`src/rtl/cpu_ctrl_pkg.sv`:
```
// Shared types and constants for the instruction control sequencer:
// T-state encoding, ALU operation codes, IR field positions and opcode classifiers.
package cpu_ctrl_pkg;

    typedef enum logic [2:0] {
        IDLE,
        T0,
        T1,
        T2,
        T3,
        T4,
        T5,
        T6
    } state_t;

    localparam int ALU_AND = 1;
    localparam int ALU_OR  = 2;
    localparam int ALU_SHL = 4;
    localparam int ALU_SHR = 5;
    localparam int ALU_ROR = 6;
    localparam int ALU_ROL = 7;
    localparam int ALU_ADD = 8;
    localparam int ALU_SUB = 9;
    localparam int ALU_MUL = 10;
    localparam int ALU_DIV = 11;
    localparam int ALU_NEG = 12;
    localparam int ALU_NOT = 13;

    // IR layout: opcode in the top bits, then dest/source register fields.
    localparam int IR_W   = 32;
    localparam int RA_LSB = 23;
    localparam int RB_LSB = 19;
    localparam int RC_LSB = 15;

    function automatic logic op_is_legal(input int op);
        case (op)
            ALU_AND, ALU_OR, ALU_SHL, ALU_SHR, ALU_ROR, ALU_ROL,
            ALU_ADD, ALU_SUB, ALU_MUL, ALU_DIV, ALU_NEG, ALU_NOT: return 1'b1;
            default: return 1'b0;
        endcase
    endfunction

    function automatic logic op_is_muldiv(input int op);
        return (op == ALU_MUL) || (op == ALU_DIV);
    endfunction

    // Single-operand ops take their only operand from Y; no Rc is driven.
    function automatic logic op_is_unary(input int op);
        return (op == ALU_NEG) || (op == ALU_NOT);
    endfunction

endpackage

```
`src/rtl/control_sequencer_if.sv`:
```
// Handshake and strobe bundle between the control sequencer and memory/IR/datapath.
// With STEP_MODE_EN defined the bundle also carries the single-step request.
interface control_sequencer_if #(
    parameter int NREG   = 16,
    parameter int CTRL_W = 4
) ();

    logic              start;
    logic [31:0]       ir;
    logic              mem_ready;
`ifdef STEP_MODE_EN
    logic              step_req;
`endif

    logic              pc_out;
    logic              zlow_out;
    logic              zhigh_out;
    logic              mdr_out;
    logic              mar_in;
    logic              pc_in;
    logic              ir_in;
    logic              y_in;
    logic              z_in;
    logic              hi_in;
    logic              lo_in;
    logic              mdr_read;
    logic              inc_pc;
    logic [NREG-1:0]   reg_in;
    logic [NREG-1:0]   reg_out;
    logic [CTRL_W-1:0] alu_control;
    logic              busy;
    logic              instr_done;

`ifdef STEP_MODE_EN
    modport master (
        input  start, ir, mem_ready, step_req,
        output pc_out, zlow_out, zhigh_out, mdr_out,
        output mar_in, pc_in, ir_in, y_in, z_in, hi_in, lo_in, mdr_read, inc_pc,
        output reg_in, reg_out, alu_control, busy, instr_done
    );
    modport slave (
        output start, ir, mem_ready, step_req,
        input  pc_out, zlow_out, zhigh_out, mdr_out,
        input  mar_in, pc_in, ir_in, y_in, z_in, hi_in, lo_in, mdr_read, inc_pc,
        input  reg_in, reg_out, alu_control, busy, instr_done
    );
`else
    modport master (
        input  start, ir, mem_ready,
        output pc_out, zlow_out, zhigh_out, mdr_out,
        output mar_in, pc_in, ir_in, y_in, z_in, hi_in, lo_in, mdr_read, inc_pc,
        output reg_in, reg_out, alu_control, busy, instr_done
    );
    modport slave (
        output start, ir, mem_ready,
        input  pc_out, zlow_out, zhigh_out, mdr_out,
        input  mar_in, pc_in, ir_in, y_in, z_in, hi_in, lo_in, mdr_read, inc_pc,
        input  reg_in, reg_out, alu_control, busy, instr_done
    );
`endif

endinterface

```
`src/rtl/reg_sel_decoder.sv`:
```
// Register-select field to one-hot GP register strobe, gated by an enable.
// Select values with no matching register produce an all-zero vector.
module reg_sel_decoder #(
    parameter int RSEL_W = 4,
    parameter int NREG   = 16
) (
    input  logic              en,
    input  logic [RSEL_W-1:0] sel,
    output logic [NREG-1:0]   onehot
);

    generate
        for (genvar gi = 0; gi < NREG; gi++) begin : g_bit
            assign onehot[gi] = en && (int'(sel) == gi);
        end
    endgenerate

endmodule

```
`src/rtl/control_sequencer.sv`:
```
// Moore control FSM issuing one-hot datapath strobes for fetch (T0-T2) and execute (T3-T6).
// Optional STEP_MODE_EN: every T-state holds until step_req is seen high.
module control_sequencer
    import cpu_ctrl_pkg::*;
#(
    parameter int NREG   = 16,
    parameter int OP_W   = 5,
    parameter int RSEL_W = 4,
    parameter int CTRL_W = 4
) (
    input logic                 clk,
    input logic                 reset,
    control_sequencer_if.master bus
);

    state_t            state_reg;
    state_t            state_next;
    logic              t1_first_reg;
    logic [OP_W-1:0]   op_reg;
    logic [RSEL_W-1:0] ra_reg;
    logic [RSEL_W-1:0] rc_reg;

    logic [OP_W-1:0]   op_live;
    logic [RSEL_W-1:0] ra_live;
    logic [RSEL_W-1:0] rb_live;
    logic [RSEL_W-1:0] rc_live;
    logic              ir_low_unused;

    logic              step_ok;
    logic              op_legal;
    logic              op_muldiv;
    logic              op_unary;

    logic              rin_en;
    logic [RSEL_W-1:0] rin_sel;
    logic              rout_en;
    logic [RSEL_W-1:0] rout_sel;

    assign op_live       = bus.ir[IR_W-1 -: OP_W];
    assign ra_live       = bus.ir[RA_LSB +: RSEL_W];
    assign rb_live       = bus.ir[RB_LSB +: RSEL_W];
    assign rc_live       = bus.ir[RC_LSB +: RSEL_W];
    assign ir_low_unused = ^bus.ir[RC_LSB-1:0];

`ifdef STEP_MODE_EN
    assign step_ok = bus.step_req;
`else
    assign step_ok = 1'b1;
`endif

    assign op_legal  = op_is_legal(int'(op_reg));
    assign op_muldiv = op_legal && op_is_muldiv(int'(op_reg));
    assign op_unary  = op_legal && op_is_unary(int'(op_reg));

    // Fields are captured while the freshly loaded IR is presented in T3,
    // so the execute states do not depend on IR staying stable afterwards.
    always_ff @(posedge clk) begin
        if (reset) begin
            state_reg    <= IDLE;
            t1_first_reg <= 1'b0;
            op_reg       <= '0;
            ra_reg       <= '0;
            rc_reg       <= '0;
        end else begin
            state_reg    <= state_next;
            t1_first_reg <= (state_reg == T0);
            if (state_reg == T3) begin
                op_reg <= op_live;
                ra_reg <= ra_live;
                rc_reg <= rc_live;
            end
        end
    end

    always_comb begin
        state_next = state_reg;
        case (state_reg)
            IDLE: if (bus.start) state_next = T0;
            T0:   if (step_ok) state_next = T1;
            T1:   if (step_ok && bus.mem_ready) state_next = T2;
            T2:   if (step_ok) state_next = T3;
            T3:   if (step_ok) state_next = T4;
            T4:   if (step_ok) state_next = T5;
            T5:   if (step_ok) state_next = op_muldiv ? T6 : IDLE;
            T6:   if (step_ok) state_next = IDLE;
            default: state_next = IDLE;
        endcase
    end

    always_comb begin
        bus.pc_out      = 1'b0;
        bus.zlow_out    = 1'b0;
        bus.zhigh_out   = 1'b0;
        bus.mdr_out     = 1'b0;
        bus.mar_in      = 1'b0;
        bus.pc_in       = 1'b0;
        bus.ir_in       = 1'b0;
        bus.y_in        = 1'b0;
        bus.z_in        = 1'b0;
        bus.hi_in       = 1'b0;
        bus.lo_in       = 1'b0;
        bus.mdr_read    = 1'b0;
        bus.inc_pc      = 1'b0;
        bus.alu_control = '0;
        bus.instr_done  = 1'b0;
        bus.busy        = (state_reg != IDLE);
        rin_en          = 1'b0;
        rin_sel         = ra_reg;
        rout_en         = 1'b0;
        rout_sel        = rc_reg;
        case (state_reg)
            T0: begin
                bus.pc_out = 1'b1;
                bus.mar_in = 1'b1;
                bus.inc_pc = 1'b1;
                bus.z_in   = 1'b1;
            end
            T1: begin
                // PC+1 sits in Z; load it once even if memory stretches T1.
                bus.zlow_out = 1'b1;
                bus.mdr_read = 1'b1;
                bus.pc_in    = t1_first_reg;
            end
            T2: begin
                bus.mdr_out = 1'b1;
                bus.ir_in   = 1'b1;
            end
            T3: begin
                rout_en  = 1'b1;
                rout_sel = rb_live;
                bus.y_in = 1'b1;
            end
            T4: begin
                rout_en         = !op_unary;
                bus.z_in        = 1'b1;
                bus.alu_control = op_legal ? CTRL_W'(op_reg) : '0;
            end
            T5: begin
                bus.zlow_out   = 1'b1;
                bus.lo_in      = op_muldiv;
                rin_en         = op_legal && !op_muldiv;
                bus.instr_done = !op_muldiv;
            end
            T6: begin
                bus.zhigh_out  = 1'b1;
                bus.hi_in      = 1'b1;
                bus.instr_done = 1'b1;
            end
            default: ;
        endcase
    end

    reg_sel_decoder #(
        .RSEL_W (RSEL_W),
        .NREG   (NREG)
    ) u_reg_in_dec (
        .en     (rin_en),
        .sel    (rin_sel),
        .onehot (bus.reg_in)
    );

    reg_sel_decoder #(
        .RSEL_W (RSEL_W),
        .NREG   (NREG)
    ) u_reg_out_dec (
        .en     (rout_en),
        .sel    (rout_sel),
        .onehot (bus.reg_out)
    );

endmodule
```
`src/flat_wrapper.sv`:
```
// flat-port wrapper written by rule: the top's interface ports become plain ports
module control_sequencer_flat import cpu_ctrl_pkg::*;
#(
    parameter int NREG   = 16,
    parameter int OP_W   = 5,
    parameter int RSEL_W = 4,
    parameter int CTRL_W = 4
)
  (clk, reset, bus_start, bus_ir, bus_mem_ready, bus_pc_out, bus_zlow_out, bus_zhigh_out, bus_mdr_out, bus_mar_in, bus_pc_in, bus_ir_in, bus_y_in, bus_z_in, bus_hi_in, bus_lo_in, bus_mdr_read, bus_inc_pc, bus_reg_in, bus_reg_out, bus_alu_control, bus_busy, bus_instr_done);
  control_sequencer_if #(.NREG(NREG), .CTRL_W(CTRL_W)) bus_i ();
  input logic clk;
  input logic reset;
  input wire logic [$bits(bus_i.start)-1:0] bus_start;
  input wire logic [$bits(bus_i.ir)-1:0] bus_ir;
  input wire logic [$bits(bus_i.mem_ready)-1:0] bus_mem_ready;
  output wire logic [$bits(bus_i.pc_out)-1:0] bus_pc_out;
  output wire logic [$bits(bus_i.zlow_out)-1:0] bus_zlow_out;
  output wire logic [$bits(bus_i.zhigh_out)-1:0] bus_zhigh_out;
  output wire logic [$bits(bus_i.mdr_out)-1:0] bus_mdr_out;
  output wire logic [$bits(bus_i.mar_in)-1:0] bus_mar_in;
  output wire logic [$bits(bus_i.pc_in)-1:0] bus_pc_in;
  output wire logic [$bits(bus_i.ir_in)-1:0] bus_ir_in;
  output wire logic [$bits(bus_i.y_in)-1:0] bus_y_in;
  output wire logic [$bits(bus_i.z_in)-1:0] bus_z_in;
  output wire logic [$bits(bus_i.hi_in)-1:0] bus_hi_in;
  output wire logic [$bits(bus_i.lo_in)-1:0] bus_lo_in;
  output wire logic [$bits(bus_i.mdr_read)-1:0] bus_mdr_read;
  output wire logic [$bits(bus_i.inc_pc)-1:0] bus_inc_pc;
  output wire logic [$bits(bus_i.reg_in)-1:0] bus_reg_in;
  output wire logic [$bits(bus_i.reg_out)-1:0] bus_reg_out;
  output wire logic [$bits(bus_i.alu_control)-1:0] bus_alu_control;
  output wire logic [$bits(bus_i.busy)-1:0] bus_busy;
  output wire logic [$bits(bus_i.instr_done)-1:0] bus_instr_done;
  assign bus_i.start = bus_start;
  assign bus_i.ir = bus_ir;
  assign bus_i.mem_ready = bus_mem_ready;
  assign bus_pc_out = bus_i.pc_out;
  assign bus_zlow_out = bus_i.zlow_out;
  assign bus_zhigh_out = bus_i.zhigh_out;
  assign bus_mdr_out = bus_i.mdr_out;
  assign bus_mar_in = bus_i.mar_in;
  assign bus_pc_in = bus_i.pc_in;
  assign bus_ir_in = bus_i.ir_in;
  assign bus_y_in = bus_i.y_in;
  assign bus_z_in = bus_i.z_in;
  assign bus_hi_in = bus_i.hi_in;
  assign bus_lo_in = bus_i.lo_in;
  assign bus_mdr_read = bus_i.mdr_read;
  assign bus_inc_pc = bus_i.inc_pc;
  assign bus_reg_in = bus_i.reg_in;
  assign bus_reg_out = bus_i.reg_out;
  assign bus_alu_control = bus_i.alu_control;
  assign bus_busy = bus_i.busy;
  assign bus_instr_done = bus_i.instr_done;
  control_sequencer #(.NREG(NREG), .OP_W(OP_W), .RSEL_W(RSEL_W), .CTRL_W(CTRL_W)) u_core (.clk(clk), .reset(reset), .bus(bus_i));
endmodule
```
`config.mk`:
```
export PLATFORM = sky130hd
export DESIGN_NAME = control_sequencer_flat
export DESIGN_NICKNAME = d
export VERILOG_FILES = /design/src/rtl/cpu_ctrl_pkg.sv /design/src/rtl/control_sequencer_if.sv /design/src/rtl/reg_sel_decoder.sv /design/src/rtl/control_sequencer.sv /design/src/flat_wrapper.sv
export SDC_FILE = /design/constraint.sdc
export NUM_CORES = 1
export LEC_CHECK = 0
export BUFFER_PORTS_ARGS = -buffer_cell sky130_fd_sc_hd__buf_2
export CORE_MARGIN = 2
export CORE_UTILIZATION = 37
export DETAILED_ROUTE_END_ITERATION = 10
export PLACE_DENSITY = 0.77
export SLEW_MARGIN = 0
export SYNTH_ARGS = -nofsm -noshare
export SYNTH_HDL_FRONTEND = slang
export SYNTH_SLANG_ARGS = --single-unit
```
`constraint.sdc`:
```
create_clock -name clk -period 1.5 [get_ports clk]
set_input_delay 0.15 -clock clk [delete_from_list [all_inputs] [get_ports clk]]
set_output_delay 0.15 -clock clk [all_outputs]
set_load 0.005 [all_outputs]
```
==> results of run 1 <==
stage by stage:
stage                     util (%)  setup WS, ps  hold WS [ps]  total power (uW)
after floorplan                  -          5.39           286               642
after global placement        55.1         -90.5           394               719
after detailed placement      55.1         -78.9           402               725
after CTS                     65.7          -304          93.5              1080
after global routing          70.5          -393          88.7              1160
final                         70.5          -267          89.1              1110
worst min-delay path: stages:
cell	delay, ps
buf_2	100
nand2_1	50
a21oi_1	50
metal layers:
metal	GRT usage (%)	up-vias	share of wire, %
met5	0	-	0
met1	23.2	684	40
met4	9.73	0	1.8
met2	35.6	76	51
li1	-	751	-
met3	1.24	7	6.2
final cells by class:
class / instances / area, um^2 / area share, %
repair buffers: 104 / 648 / 29.6
flip-flops and latches: 18 / 370 / 16.9
inverters: 3 / 36.3 / 1.66
repair inverters: 1 / 8.76 / 0.400
clock buffers: 4 / 36.3 / 1.66
well taps: 44 / 55.1 / 2.52
multi-input cells: 134 / 1030 / 47.2
power breakdown:
group | total (uW) | internal (uW) | leakage (uW) | switching, uW
Sequential | 517 | 496 | 0.000149 | 21.3
Combinational | 301 | 158 | 0.000849 | 143
Clock | 293 | 148 | 0.0000210 | 145
Total | 1110 | 802 | 0.00102 | 309
placed cells by master (no fill, tap or decap), drive strengths merged:
| cell type | netlist | layout |
|---|---|---|
| o31ai | 1 | 1 |
| and2 | 5 | 5 |
| nand2b | 11 | 11 |
| buf | 8 | 104 |
| nor3 | 9 | 9 |
| dfxtp | 18 | 18 |
| a2111oi | 1 | 1 |
| inv | 2 | 1 |
| mux2 | 4 | 4 |
| o311a | 1 | 1 |
| nor4b | 1 | 1 |
| and4bb | 1 | 1 |
| nor2 | 35 | 35 |
| nand3b | 5 | 5 |
| nand2 | 28 | 28 |
| nor3b | 1 | 1 |
| mux2i | 8 | 8 |
| nand3 | 5 | 5 |
| or3 | 1 | 1 |
| clkbuf | 4 | 4 |
| clkinv | 1 | 3 |
| and3 | 2 | 2 |
| nor4 | 2 | 2 |
| a21oi | 11 | 11 |
| o21ai | 2 | 2 |
timing repair:
action                                  4_1_cts  5_1_grt
gates resized for setup                      48       29
cloned                                        2        0
endpoints found under the setup margin       42       48
pin swaps                                    23       18
setup buffers                                 9        8
hold buffers                                  0        0
logic make-up after synthesis:
logic type / Yosys count
simple gates: 106
flops: 18
compound gates: 16
buf+inv: 15
mux: 12
worst min-delay path by stage:
stage / from / end / slack, ps / cells after the start
floorplan: bus_ir[31] / u_core.op_reg[4] / 290 / 2
CTS: bus_ir[31] / u_core.op_reg[4] / 90 / 3
global placement: bus_ir[23] / u_core.ra_reg[0] / 390 / 3
finish: bus_ir[26] / u_core.ra_reg[3] / 90 / 3
detailed placement: bus_ir[26] / u_core.ra_reg[3] / 400 / 3
global route: bus_ir[26] / u_core.ra_reg[3] / 90 / 3
==> run_results.csv, run 1 <==
group,metric,value,unit
cells_and_area,stdcell_count,308,
grt,grt_usage,19.6,%
routing,wire_per_inst,13.0,um
critical_path,cp_slowest_cell,"dfxtp_2",
clock_tree,clk_latency,290,ps
critical_path,reg2reg_from,"u_core.state_reg[1]",
routing,drt-pass1-iter-count,5,
timing,timing.fmax,0.566,GHz
synth,syn_area_per_cell,7.39,um^2
placed_design,gp_congestion,0.785,
routing,via_count,1518,
critical_path,max_stage_delay,340,ps
grt,antenna_found_initial,0,
critical_path,startpoint,"u_core.op_reg[4]",
cells_and_area,antennaDiodeCount,0,
synth,syn_nets,203,
timing,post-route-min-period,1770,ps
clock_tree,cts_tree,"done",
floorplanning,core-area,3100,um^2
synth,synth-xor-area-share,0,%
synth,synthAdderAreaFrac,0,%
grt,grt_pass1_wl,5580,um
grt,grt_max_degree,14,
critical_path,crit_family,"simple AND/OR/NAND/NOR gates",
clock_tree,clk_path_buf_depth,2,
synth,synth-seq-area-share,29.2,%
critical_path,cp.depth,6,
routing,postRouteAntennaNets,0,
routing,drt_iter0_drc,40,
synth,ys_async_sr_fraction,0,%
synth,syn_area,1230,um^2
status,status,"finished, violations left",
clock_tree,clk_pin_slew_worst_paths,100,ps
synth,yosys.area_share.simple,42.8,%
grt,gr-total-overflow,0,
cells_and_area,fill_cells,259,
grt,grt_pass1_vias,1313,
critical_path,cp-start-kind,"register",
placed_design,postPlaceCellArea,1710,um^2
synth,ys_seq_elements,18,
clock_tree,cts.sinks,18,
synth,ys.flop_type,"dfxtp_1",
floorplanning,dieHeight,61.7,um
power_and_ir_drop,powerDensity,508,nW/um^2
critical_path,crit_fanout,4,
synth,yosys_warnings,0,
timing,hold_viol,0,
critical_path,cp-endpoint,"bus_reg_in[1]",
critical_path,ff2ff_setup_slack,-210,ps
timing,setup-tns-final,-8110,ps
cells_and_area,design_area,2190,um^2
floorplanning,initial_core_util,39.8,%
floorplanning,die_w,61.7,um
synth,synth_area_leader_cell,"dfxtp_1",
timing,worstMarginPinSlew,296,ps
timing,setup_viol,41,
placed_design,dpl.cell_count,290,
routing,drc_errors,0,
run,drv_cap,0,
cells_and_area,largest_register_ffs,5,
clock_tree,cts_root_buffer,"clkbuf_4",
synth,synth_edf_count,0,
placed_design,dp_hpwl,2530,um
critical_path,rr_worst_depth,9,
power_and_ir_drop,ir_drop,0.387,mV
clock_tree,numCtsBuffers,3,
timing,period_share,118,%
synth,ys_types,34,
routing,vias_per_cell,4.93,
worst_hold_path,hold_path_class,"in2reg",
timing,max_slew_margin,79.7,%
placed_design,numPortBuffers,71,
synth,synth-compound-area-share,7.40,%
timing,finalMaxSlewViolations,0,
synth,netlist.area_leader.share,29.2,%
synth,synth_top_family_by_area,"simple AND/OR/NAND/NOR gates",
critical_path,cp_data_required_time,1350,ps
critical_path,worstSetupEndpointType,"output port",
synth,synth_common_cells,"35 x nor2_1, 28 x nand2_1, 18 x dfxtp_1",
critical_path,arrival,1620,ps
synth,synth_most_common_cell,"nor2_1",
critical_path,critPathKind,"reg2out",
critical_path,crit_buf_inv,2,
routing,finalWirelength,4010,um
synth,synthMuxAreaShare,11.4,%
cells_and_area,drive_gt1_share,61.0,%
cells_and_area,nets,301,
synth,synthCells,167,
timing,finClkSkew,1.11,ps
cells_and_area,areaGrowthSynthToFinish,77.3,%
critical_path,path_cells,"nand2b_4 -> nor4b_4 -> buf_4 -> nand3b_1 -> nor3_1 -> buf_2",
floorplanning,io_pins,87,
floorplanning,die_area,3810,um^2
timing,setup_slack,-267,ps
timing,rsz0062_at_grt,"true",
synth,synthTopCellsByArea,"dfxtp_1 29%, nor2_1 11%, nand2_1 8.5%",
power_and_ir_drop,leakagePower,0.00102,uW
floorplanning,rows,20,
status,violations,"setup timing",
clock_tree,cts_max_level,1,
Note: power is estimated with default switching activity, not from simulation.
==> run 2: changes to the inputs <==
--- a/config.mk
+++ b/config.mk
@@ -6,10 +6,11 @@
 export NUM_CORES = 1
 export LEC_CHECK = 0
 export BUFFER_PORTS_ARGS = -buffer_cell sky130_fd_sc_hd__buf_2
+export CORE_ASPECT_RATIO = 0.6
 export CORE_MARGIN = 2
-export CORE_UTILIZATION = 37
+export CORE_UTILIZATION = 25
 export DETAILED_ROUTE_END_ITERATION = 10
-export PLACE_DENSITY = 0.77
+export PLACE_DENSITY = 0.56
 export SLEW_MARGIN = 0
 export SYNTH_ARGS = -nofsm -noshare
 export SYNTH_HDL_FRONTEND = slang
==> run_results.csv, run 2 (same netlist as run 1, synthesis figures left out) <==
group,metric,value,unit
routing,drt-pass1-iter-count,4,
worst_hold_path,hold_path_class,"in2reg",
cells_and_area,stdcell_count,316,
timing,rsz0062_at_grt,"true",
floorplanning,rows,19,
placed_design,dp_slack,-139,ps
cells_and_area,final_cell_mix,"67 x buf_2, 28 x nor2_1, 24 x nand2_1",
cells_and_area,layout_commonest_cell,"buf_2",
clock_tree,clk_pin_slew_worst_paths,70,ps
routing,vias_per_cell,4.54,
status,status,"finished, violations left",
floorplanning,core-area,4660,um^2
floorplanning,initial_core_util,26.5,%
timing,setup-tns-final,-6660,ps
critical_path,critPathKind,"reg2out",
placed_design,numPortBuffers,71,
grt,grt_usage,14.0,%
floorplanning,die_area,5530,um^2
timing,max_slew_margin,79.0,%
power_and_ir_drop,leakagePower,0.000966,uW
timing,period_share,118,%
cells_and_area,drive_gt1_share,59.7,%
grt,grt_max_degree,15,
floorplanning,die_w,94.7,um
timing,post-route-min-period,1770,ps
critical_path,cp-start-kind,"register",
critical_path,crit_fanout,6,
timing,setup_viol,38,
timing,timing.fmax,0.566,GHz
cells_and_area,final_util,45.8,%
clock_tree,cts.sinks,18,
cells_and_area,antennaDiodeCount,0,
timing,finClkSkew,0.615,ps
clock_tree,clk_latency,250,ps
timing,hold_viol,0,
critical_path,arrival,1620,ps
placed_design,gp_congestion,0.746,
clock_tree,numCtsBuffers,3,
run,drv_cap,0,
status,violations,"setup timing",
floorplanning,dieHeight,58.4,um
routing,finalWirelength,3990,um
cells_and_area,areaGrowthSynthToFinish,72.8,%
timing,worstMarginPinSlew,314,ps
clock_tree,clk_path_buf_depth,2,
power_and_ir_drop,powerDensity,551,nW/um^2
routing,drt_iter0_drc,32,
clock_tree,cts_root_buffer,"clkbuf_8",
clock_tree,cts_tree,"done",
routing,drc_errors,0,
routing,postRouteAntennaNets,0,
routing,via_count,1434,
grt,grt_pass1_wl,6100,um
power_and_ir_drop,ir_drop,0.321,mV
clock_tree,cts_hold_buf,0,
timing,whs,136,ps
timing,setup_slack,-268,ps
grt,antenna_found_initial,0,
cells_and_area,nets,290,
critical_path,ff2ff_setup_slack,-80,ps
cells_and_area,largest_register_ffs,5,
placed_design,dpl.cell_count,308,
critical_path,worstSetupEndpointType,"output port",
cells_and_area,fill_cells,476,
routing,wire_per_inst,12.6,um
grt,gr-total-overflow,0,
floorplanning,io_pins,87,
critical_path,cp_data_required_time,1350,ps
grt,grt_pass1_vias,1313,
placed_design,dp_hpwl,2780,um
clock_tree,cts_max_level,1,
timing,finalMaxSlewViolations,0,
==> run 2: per-stage QoR <==
| step | instance area (um^2) | power [uW] |
|---|---|---|
| finish | 2130 | 1180 |
| CTS | 2010 | 1170 |
| global placement | 1730 | 725 |
| global route | 2130 | 1250 |
| floorplan | 1230 | 642 |
| detailed placement | 1730 | 726 |
==> run 2: worst paths after layout <==
path	from	end	depth (start not counted)
max	u_core.state_reg[0]	bus_reg_out[0]	6
min reg2reg	u_core.op_reg[4]	u_core.op_reg[4]	2
max reg2reg	u_core.state_reg[0]	register	7
min	bus_ir[25]	u_core.ra_reg[2]	3
==> run 2: worst max-delay path: stages (launching register included) <==
cell	delay (ps)
dfxtp_2	340
nand3b_4	220
clkinv_8	120
mux2i_4	280
nand3_2	140
nor2_1	130
buf_2	120
==> run 2: area by class of cell <==
class	count	area, um^2	share of cell area, %
Multi-Input combinational cell	134	1010	47.4
Inverter	3	36.3	1.70
Tap cell	63	78.8	3.70
Timing Repair inverter	1	8.76	0.411
Sequential cell	18	370	17.4
Clock buffer	4	55.1	2.58
Timing Repair Buffer	93	572	26.8
==> run 2: repair_timing <==
item,4_1_cts,5_1_grt
gates cloned,1,0
setup endpoints to repair,39,45
pin swaps,23,14
resized for setup,42,31
buffers inserted,3,0
==> run 2: metal layers <==
layer | track usage, % | vias up | wire, um
li1 | - | 730 | -
met1 | 19.8 | 660 | 1900
met2 | 22.0 | 42 | 1830
met3 | 3.71 | 2 | 229
met4 | 2.48 | 0 | 27
met5 | 0 | - | 0
==> run 2: power by group <==
part           internal [uW]  switching [uW]  total (uW)
logic                    135             130         265
clock network            233             160         393
registers                496            21.3         518
total                    864             311        1180
